File: config.mk
export PLATFORM = sky130hd
export DESIGN_NAME = bin2bcd_seq_flat
export DESIGN_NICKNAME = d
export VERILOG_FILES = /design/src/rtl/bin2bcd_if.sv /design/src/rtl/bin2bcd_seq.sv /design/src/flat_wrapper.sv
export SDC_FILE = /design/constraint.sdc
export NUM_CORES = 1
export LEC_CHECK = 0
export CORE_MARGIN = 1
export CORE_UTILIZATION = 55
export DETAILED_ROUTE_END_ITERATION = 10
export MAX_ROUTING_LAYER = met4
export PLACE_DENSITY = 0.84
export SLEW_MARGIN = 10
export SYNTH_ARGS = -nofsm -noshare
export SYNTH_HDL_FRONTEND = slang
export SYNTH_SLANG_ARGS = --single-unit
export TNS_END_PERCENT = 5
File: constraint.sdc
create_clock -name clk -period 2.7 [get_ports clk]
set_input_delay 0.54 -clock clk [delete_from_list [all_inputs] [get_ports clk]]
set_output_delay 0.54 -clock clk [all_outputs]
set_load 0.02 [all_outputs]
File: src/rtl/bin2bcd_if.sv
// Operand/result handshake bundle for the sequential binary-to-BCD converter.
// The converter sits on the slave side; the producer/consumer drives the master side.
interface bin2bcd_if #(
  parameter int N = 8,
  parameter int D = 3
);
  logic [N-1:0]   din;
  logic           in_valid;
  logic           in_ready;
  logic [4*D-1:0] dout;
  logic           out_valid;
  logic           out_ready;
  logic           busy;

  modport master (
    output din, in_valid, out_ready,
    input  in_ready, dout, out_valid, busy
  );

  modport slave (
    input  din, in_valid, out_ready,
    output in_ready, dout, out_valid, busy
  );
endinterface

File: src/rtl/bin2bcd_seq.sv
// Double-dabble converter: one operand at a time, N shift cycles per conversion,
// packed BCD result held until the consumer takes it.
module bin2bcd_seq #(
  parameter int N = 8,
  parameter int D = 3
) (
  input  logic        clk,
  input  logic        rst_n,
  bin2bcd_if.slave    bus,
  output logic [1:0]  dbg_state
);
  localparam int CW = $clog2(N + 1);

  // Handshake rule for both ports: a transfer happens on a rising clk edge
  // where valid and ready are both high; valid and data hold until then.
  typedef enum logic [1:0] {IDLE = 2'd0, SHIFT = 2'd1, DONE = 2'd2} state_e;

  state_e           state_q, state_d;
  logic [N-1:0]     bin_q, bin_d;
  logic [4*D-1:0]   bcd_q, bcd_d;
  logic [CW-1:0]    cnt_q, cnt_d;
  logic [4*D-1:0]   adj;
  logic [4*D+N-1:0] sh;

  always_ff @(posedge clk or negedge rst_n) begin
    if (!rst_n) begin
      state_q <= IDLE;
      bin_q   <= '0;
      bcd_q   <= '0;
      cnt_q   <= '0;
    end else begin
      state_q <= state_d;
      bin_q   <= bin_d;
      bcd_q   <= bcd_d;
      cnt_q   <= cnt_d;
    end
  end

  always_comb begin
    state_d = state_q;
    bin_d   = bin_q;
    bcd_d   = bcd_q;
    cnt_d   = cnt_q;
    adj     = '0;
    // Digits >= 5 would become >= 10 after doubling, so pre-correct them by 3.
    for (int k = 0; k < D; k++) begin
      adj[4*k +: 4] = (bcd_q[4*k +: 4] >= 4'd5) ? bcd_q[4*k +: 4] + 4'd3 : bcd_q[4*k +: 4];
    end
    sh = {adj, bin_q} << 1;
    case (state_q)
      IDLE: begin
        if (bus.in_valid) begin
          bin_d   = bus.din;
          bcd_d   = '0;
          cnt_d   = CW'(N);
          state_d = SHIFT;
        end
      end
      SHIFT: begin
        bcd_d = sh[N +: 4*D];
        bin_d = sh[N-1:0];
        cnt_d = cnt_q - CW'(1);
        if (cnt_q == CW'(1)) state_d = DONE;
      end
      DONE: begin
        if (bus.out_ready) state_d = IDLE;
      end
      default: state_d = IDLE;
    endcase
  end

  assign bus.in_ready  = (state_q == IDLE);
  assign bus.out_valid = (state_q == DONE);
  assign bus.busy      = (state_q != IDLE);
  assign bus.dout      = bcd_q;
  assign dbg_state     = state_q;
endmodule

File: src/flat_wrapper.sv
// flat-port wrapper written by rule: the top's interface ports become plain ports
module bin2bcd_seq_flat 
#(
  parameter int N = 8,
  parameter int D = 3
)
  (clk, rst_n, dbg_state, bus_din, bus_in_valid, bus_out_ready, bus_in_ready, bus_dout, bus_out_valid, bus_busy);
  bin2bcd_if #(.N(N), .D(D)) bus_i ();
  input  logic clk;
  input  logic rst_n;
  output logic [1:0] dbg_state;
  input wire logic [$bits(bus_i.din)-1:0] bus_din;
  input wire logic [$bits(bus_i.in_valid)-1:0] bus_in_valid;
  input wire logic [$bits(bus_i.out_ready)-1:0] bus_out_ready;
  output wire logic [$bits(bus_i.in_ready)-1:0] bus_in_ready;
  output wire logic [$bits(bus_i.dout)-1:0] bus_dout;
  output wire logic [$bits(bus_i.out_valid)-1:0] bus_out_valid;
  output wire logic [$bits(bus_i.busy)-1:0] bus_busy;
  assign bus_i.din = bus_din;
  assign bus_i.in_valid = bus_in_valid;
  assign bus_i.out_ready = bus_out_ready;
  assign bus_in_ready = bus_i.in_ready;
  assign bus_dout = bus_i.dout;
  assign bus_out_valid = bus_i.out_valid;
  assign bus_busy = bus_i.busy;
  bin2bcd_seq #(.N(N), .D(D)) u_core (.clk(clk), .rst_n(rst_n), .bus(bus_i), .dbg_state(dbg_state));
endmodule
Word level (Yosys, flattened, before mapping). Index checks and enable logic that the tools add are counted. Widths: inputs -> output; s select.

Add/subtract/negate cells: 4. Order comparisons: 3. Equal/unequal tests: 6. Muxes and demuxes: 13. Reduce and logical (&&, ||, !) cells: 5.

Operators with widths (count): $pmux 12 s2 (1); $pmux 8 s2 (1); $ge 4x3->1 const B (3); $mux 12 (1); $mux 4 (3); $add 4x2->4 const B (2); $mux 8 (1); $pmux 4 s2 (1); $mux 2 (3); $pmux 2 s3 (1); $eq 4x1->1 const B (1); $ne 2x2->1 const B (2); $reduce_bool 2->1 (2); $sub 4x1->4 const B (1); $add 3x2->3 const B (1); $mux 3 (1); $reduce_and 3->1 (1); $eq 2x1->1 const B (1); $eq 2x2->1 const B (1); $logic_not 2->1 (1); $ne 2x1->1 const B (1); $reduce_and 2->1 (1).

Flip-flop bits (word level): 26.

Depth between registers and ports, before layout. Gate-level depths: netlist of the first run.

Word-level depth: 3. Depth in mapped cells: 6. Gate-level depth less buffers: 6.

Worst setup path before layout of the first run. Ideal clock, no wire load.

Path type: register -> output. Start point: reg u_core.state_q[0], in the netlist u_core.dbg_state[0]. End point: out bus_in_ready. Data required time: 2.160 ns. Setup slack: 0.950 ns. Data arrival time: 1.210 ns. Cell stages (with the launch flop): 5. Cells stage by stage: dfrtp_1 > buf_6 > buf_4 > or2_1 > inv_2.

Longest elaborated chain between the ends: 1.

RTL lines: from (decl) (RTL line bin2bcd_seq.sv:18) `state_e state_q, state_d;`; from (signal assigned) (RTL line bin2bcd_seq.sv:32) `state_q <= state_d;`; $logic_not 2->1 (RTL line bin2bcd_seq.sv:72) `assign bus.in_ready = (state_q == IDLE);`; to (decl) (RTL line flat_wrapper.sv:15) `output wire logic [$bits(bus_i.in_ready)-1:0] bus_in_ready;`.

No other way between the ends.

Final worst setup path of the first run. Ends and elaborated chain as after synthesis.

==> flow_summary.json, run 1 <==
{
  "gr-total-overflow": 0,
  "drive_above_1_share_pct": 15.2,
  "grt_antenna_before_repair": 0,
  "crit_chain": "or2_1, inv_2, clkdlybuf4s50_1",
  "setup_viol": 0,
  "syn_area_per_cell_um2": 9.83,
  "post-cts-setup-buffers": 0,
  "synth_fp_nets": 170,
  "die_area_mm2": 0.00289,
  "tritoncts": "yes",
  "cts_sinks": 26,
  "insertedDiodeCount": 0,
  "timing.final.crit_share_pct": 87.6,
  "cts_max_level": 1,
  "grt_use_total_pct": 22.3,
  "clk_pin_slew_worst_paths_ns": 0.15,
  "syn_area_mm2": 0.00147,
  "drt_iter0_drc": 9,
  "drc": 0,
  "min_path_type": "reg2reg",
  "critPathRequiredTime_ns": 2.16,
  "rows": 18,
  "worstSetupEndpointType": "primary output",
  "fp.dieH_um": 53.8,
  "path_buf_inv": 2,
  "clock_latency_ns": 0.33,
  "synth_edf_count": 0,
  "firstDrtPassIters": 4,
  "wirelength_um": 2870,
  "yosysWarningCount": 0,
  "synthCells": 150,
  "clock.fmax_ghz": 0.423,
  "cp-start-kind": "flip-flop",
  "path_class": "reg2out",
  "fin_nets": 199,
  "synthDistinctLibCells": 33,
  "p_leak_nw": 0.771,
  "outcome": "finished clean",
  "ir_drop_v": 0.000709,
  "cts_buffers": 3,
  "start_util_pct": 59.0,
  "hold_viol": 0,
  "nFillCells": 199,
  "cts_hold_buf": 0,
  "vias": 1176,
  "cp_slowest_stage_delay_ns": 0.59,
  "crit_arrival_ns": 1.82,
  "grt_max_degree": 27,
  "wire_per_inst_um": 13.8,
  "post-dp-hpwl_um": 2100,
  "ys.flop_type": "dfrtp_1",
  "setup_tns_ns": 0,
  "final_common_cell": "clkdlybuf4s50_1",
  "io_buffers": 28,
  "die_w_um": 53.8,
  "first_global_vias": 1123,
  "path_delay_family": "buffers and inverters",
  "seq_area_frac_synth_pct": 44.1,
  "max-slew-margin-rel_pct": 62.2,
  "critPathMaxFanout": 13,
  "cts_buffer_depth": 2,
  "avgViaCountPerCell": 5.65,
  "skew_ns": 0.00341,
  "syn_to_final_growth_pct": 22.0,
  "fin_crit_ns": 2.36,
  "power_density_mw_per_mm2": 1160,
  "cts.repair.resized": 0,
  "num_io_pins": 29,
  "total_power_mw": 2.09,
  "maxCapViolCount": 0,
  "worst_pin_slew_ns": 0.565,
  "ys_ff_latch": 26,
  "synthArstFlopShare_pct": 100,
  "drtAntennaViolNets": 0,
  "core_area_mm2": 0.00250,
  "gp_congestion": 0.806,
  "crit_path_top_delay_cell": "clkdlybuf4s50_1",
  "finalMaxSlewViolations": 0,
  "root_buffer": "clkbuf_4",
  "final_cell_mix": "clkdlybuf4s50_1, dfrtp_1, nand2_1, o21ai_1, inv_1",
  "grt_pass1_wl_um": 4500,
  "rsz0062_at_grt": "false"
}
[cells in the mapped netlist, types with 2 or more instances]
| cell | instances | area (um2) |
|---|---|---|
| nor3b_1 | 4 | 30.0 |
| mux2_2 | 2 | 22.5 |
| xnor2_1 | 3 | 26.3 |
| a22oi_1 | 5 | 37.5 |
| ha_1 | 8 | 100 |
| a21oi_1 | 5 | 25.0 |
| nor3_1 | 3 | 15.0 |
| o21ai_2 | 6 | 52.6 |
| inv_1 | 11 | 41.3 |
| dfrtp_1 | 26 | 651 |
| o21ai_0 | 5 | 25.0 |
| nor2_1 | 3 | 11.3 |
| o21ai_1 | 16 | 80.1 |
| nand2b_1 | 3 | 18.8 |
| nand2_1 | 24 | 90.1 |
| mux2_4 | 2 | 30.0 |
| a21oi_2 | 3 | 26.3 |
| inv_2 | 2 | 7.51 |
| buf_6 | 5 | 56.3 |
[report_power, final]
| part | switching, mW | internal [mW] |
|---|---|---|
| clock network | 0.123 | 0.150 |
| registers | 0.172 | 0.549 |
| logic | 0.566 | 0.533 |
| total | 0.862 | 1.23 |
[registers in the layout, indices dropped and copies added, names as in the netlist]
name / count
u_core.cnt_q: 4
u_core.dbg_state: 2
u_core.bin_q: 8
u_core.bus.dout: 12
[routing by layer]
layer,vias to the layer above,global-route usage [%],wire [um]
li1,572,-,-
met1,563,24.4,1270
met2,37,41.6,1460
met3,4,3.39,118
met4,0,5.26,26
met5,-,-,0
[final cells by class]
type | count | area [um2] | area share (%)
inverter | 13 | 48.8 | 2.71
clock inverter | 1 | 30.0 | 1.67
clock buffer | 3 | 22.5 | 1.25
multi-input combinational | 104 | 706 | 39.2
tap | 30 | 37.5 | 2.09
sequential | 26 | 651 | 36.2
timing repair buffer | 31 | 303 | 16.8
[logic make-up after synthesis]
| kind of cell | synth area share (%) |
|---|---|
| XOR/XNOR | 2.38 |
| buffers and inverters | 7.98 |
| adder cells (fa/ha/maj) | 6.79 |
| flip-flops | 44.1 |
| AND/OR/NAND/NOR | 14.6 |
| multiplexers | 3.57 |
| AO/OA/AOI/OAI | 20.5 |
[worst register-to-register path, cell delays in order, from the launching register on]
cell and delay [ns]:
dfrtp_1 0.47, inv_1 0.12, ha_1 0.20, nand2b_1 0.08
a21oi_2 0.23, mux2_4 0.32, o21ai_2 0.10
[per-stage QoR]
stage	cell area [um2]	util, %	worst slack [ns]	hold slack, ns	cells
CTS	1800	71.9	0.328	0.512	208
detailed placement	1750	69.8	0.718	0.481	204
global placement	1750	69.8	0.723	0.464	204
floorplan	1470	-	0.950	0.244	150
global route	1800	71.9	0.234	0.556	208
finish	1800	71.9	0.336	0.511	208
[final timing paths]
check | start | end | slack [ns] | depth (start not counted)
min | u_core.bin_q[7] | u_core.bin_q[7] | 0.51 | 2
min in group asynchronous | rst_n | u_core.bus.dout[11] | 0.55 | 2
max in group asynchronous | rst_n | u_core.bus.dout[6] | 1.90 | 2
max | u_core.dbg_state[0] | bus_in_ready | 0.34 | 3
min reg2reg | u_core.bin_q[7] | u_core.bin_q[7] | 0.51 | 2
max reg2reg | u_core.bus.dout[0] | u_core.bus.dout[2] | 1.12 | 6
Note: power is estimated with default switching activity, not from simulation.
==> inputs of run 2 (changes only) <==
Settings changed: SLEW_MARGIN 10 to unset.
==> results of run 2 <==
The final DEF is identical to that of run 1; final timing and power are the same.
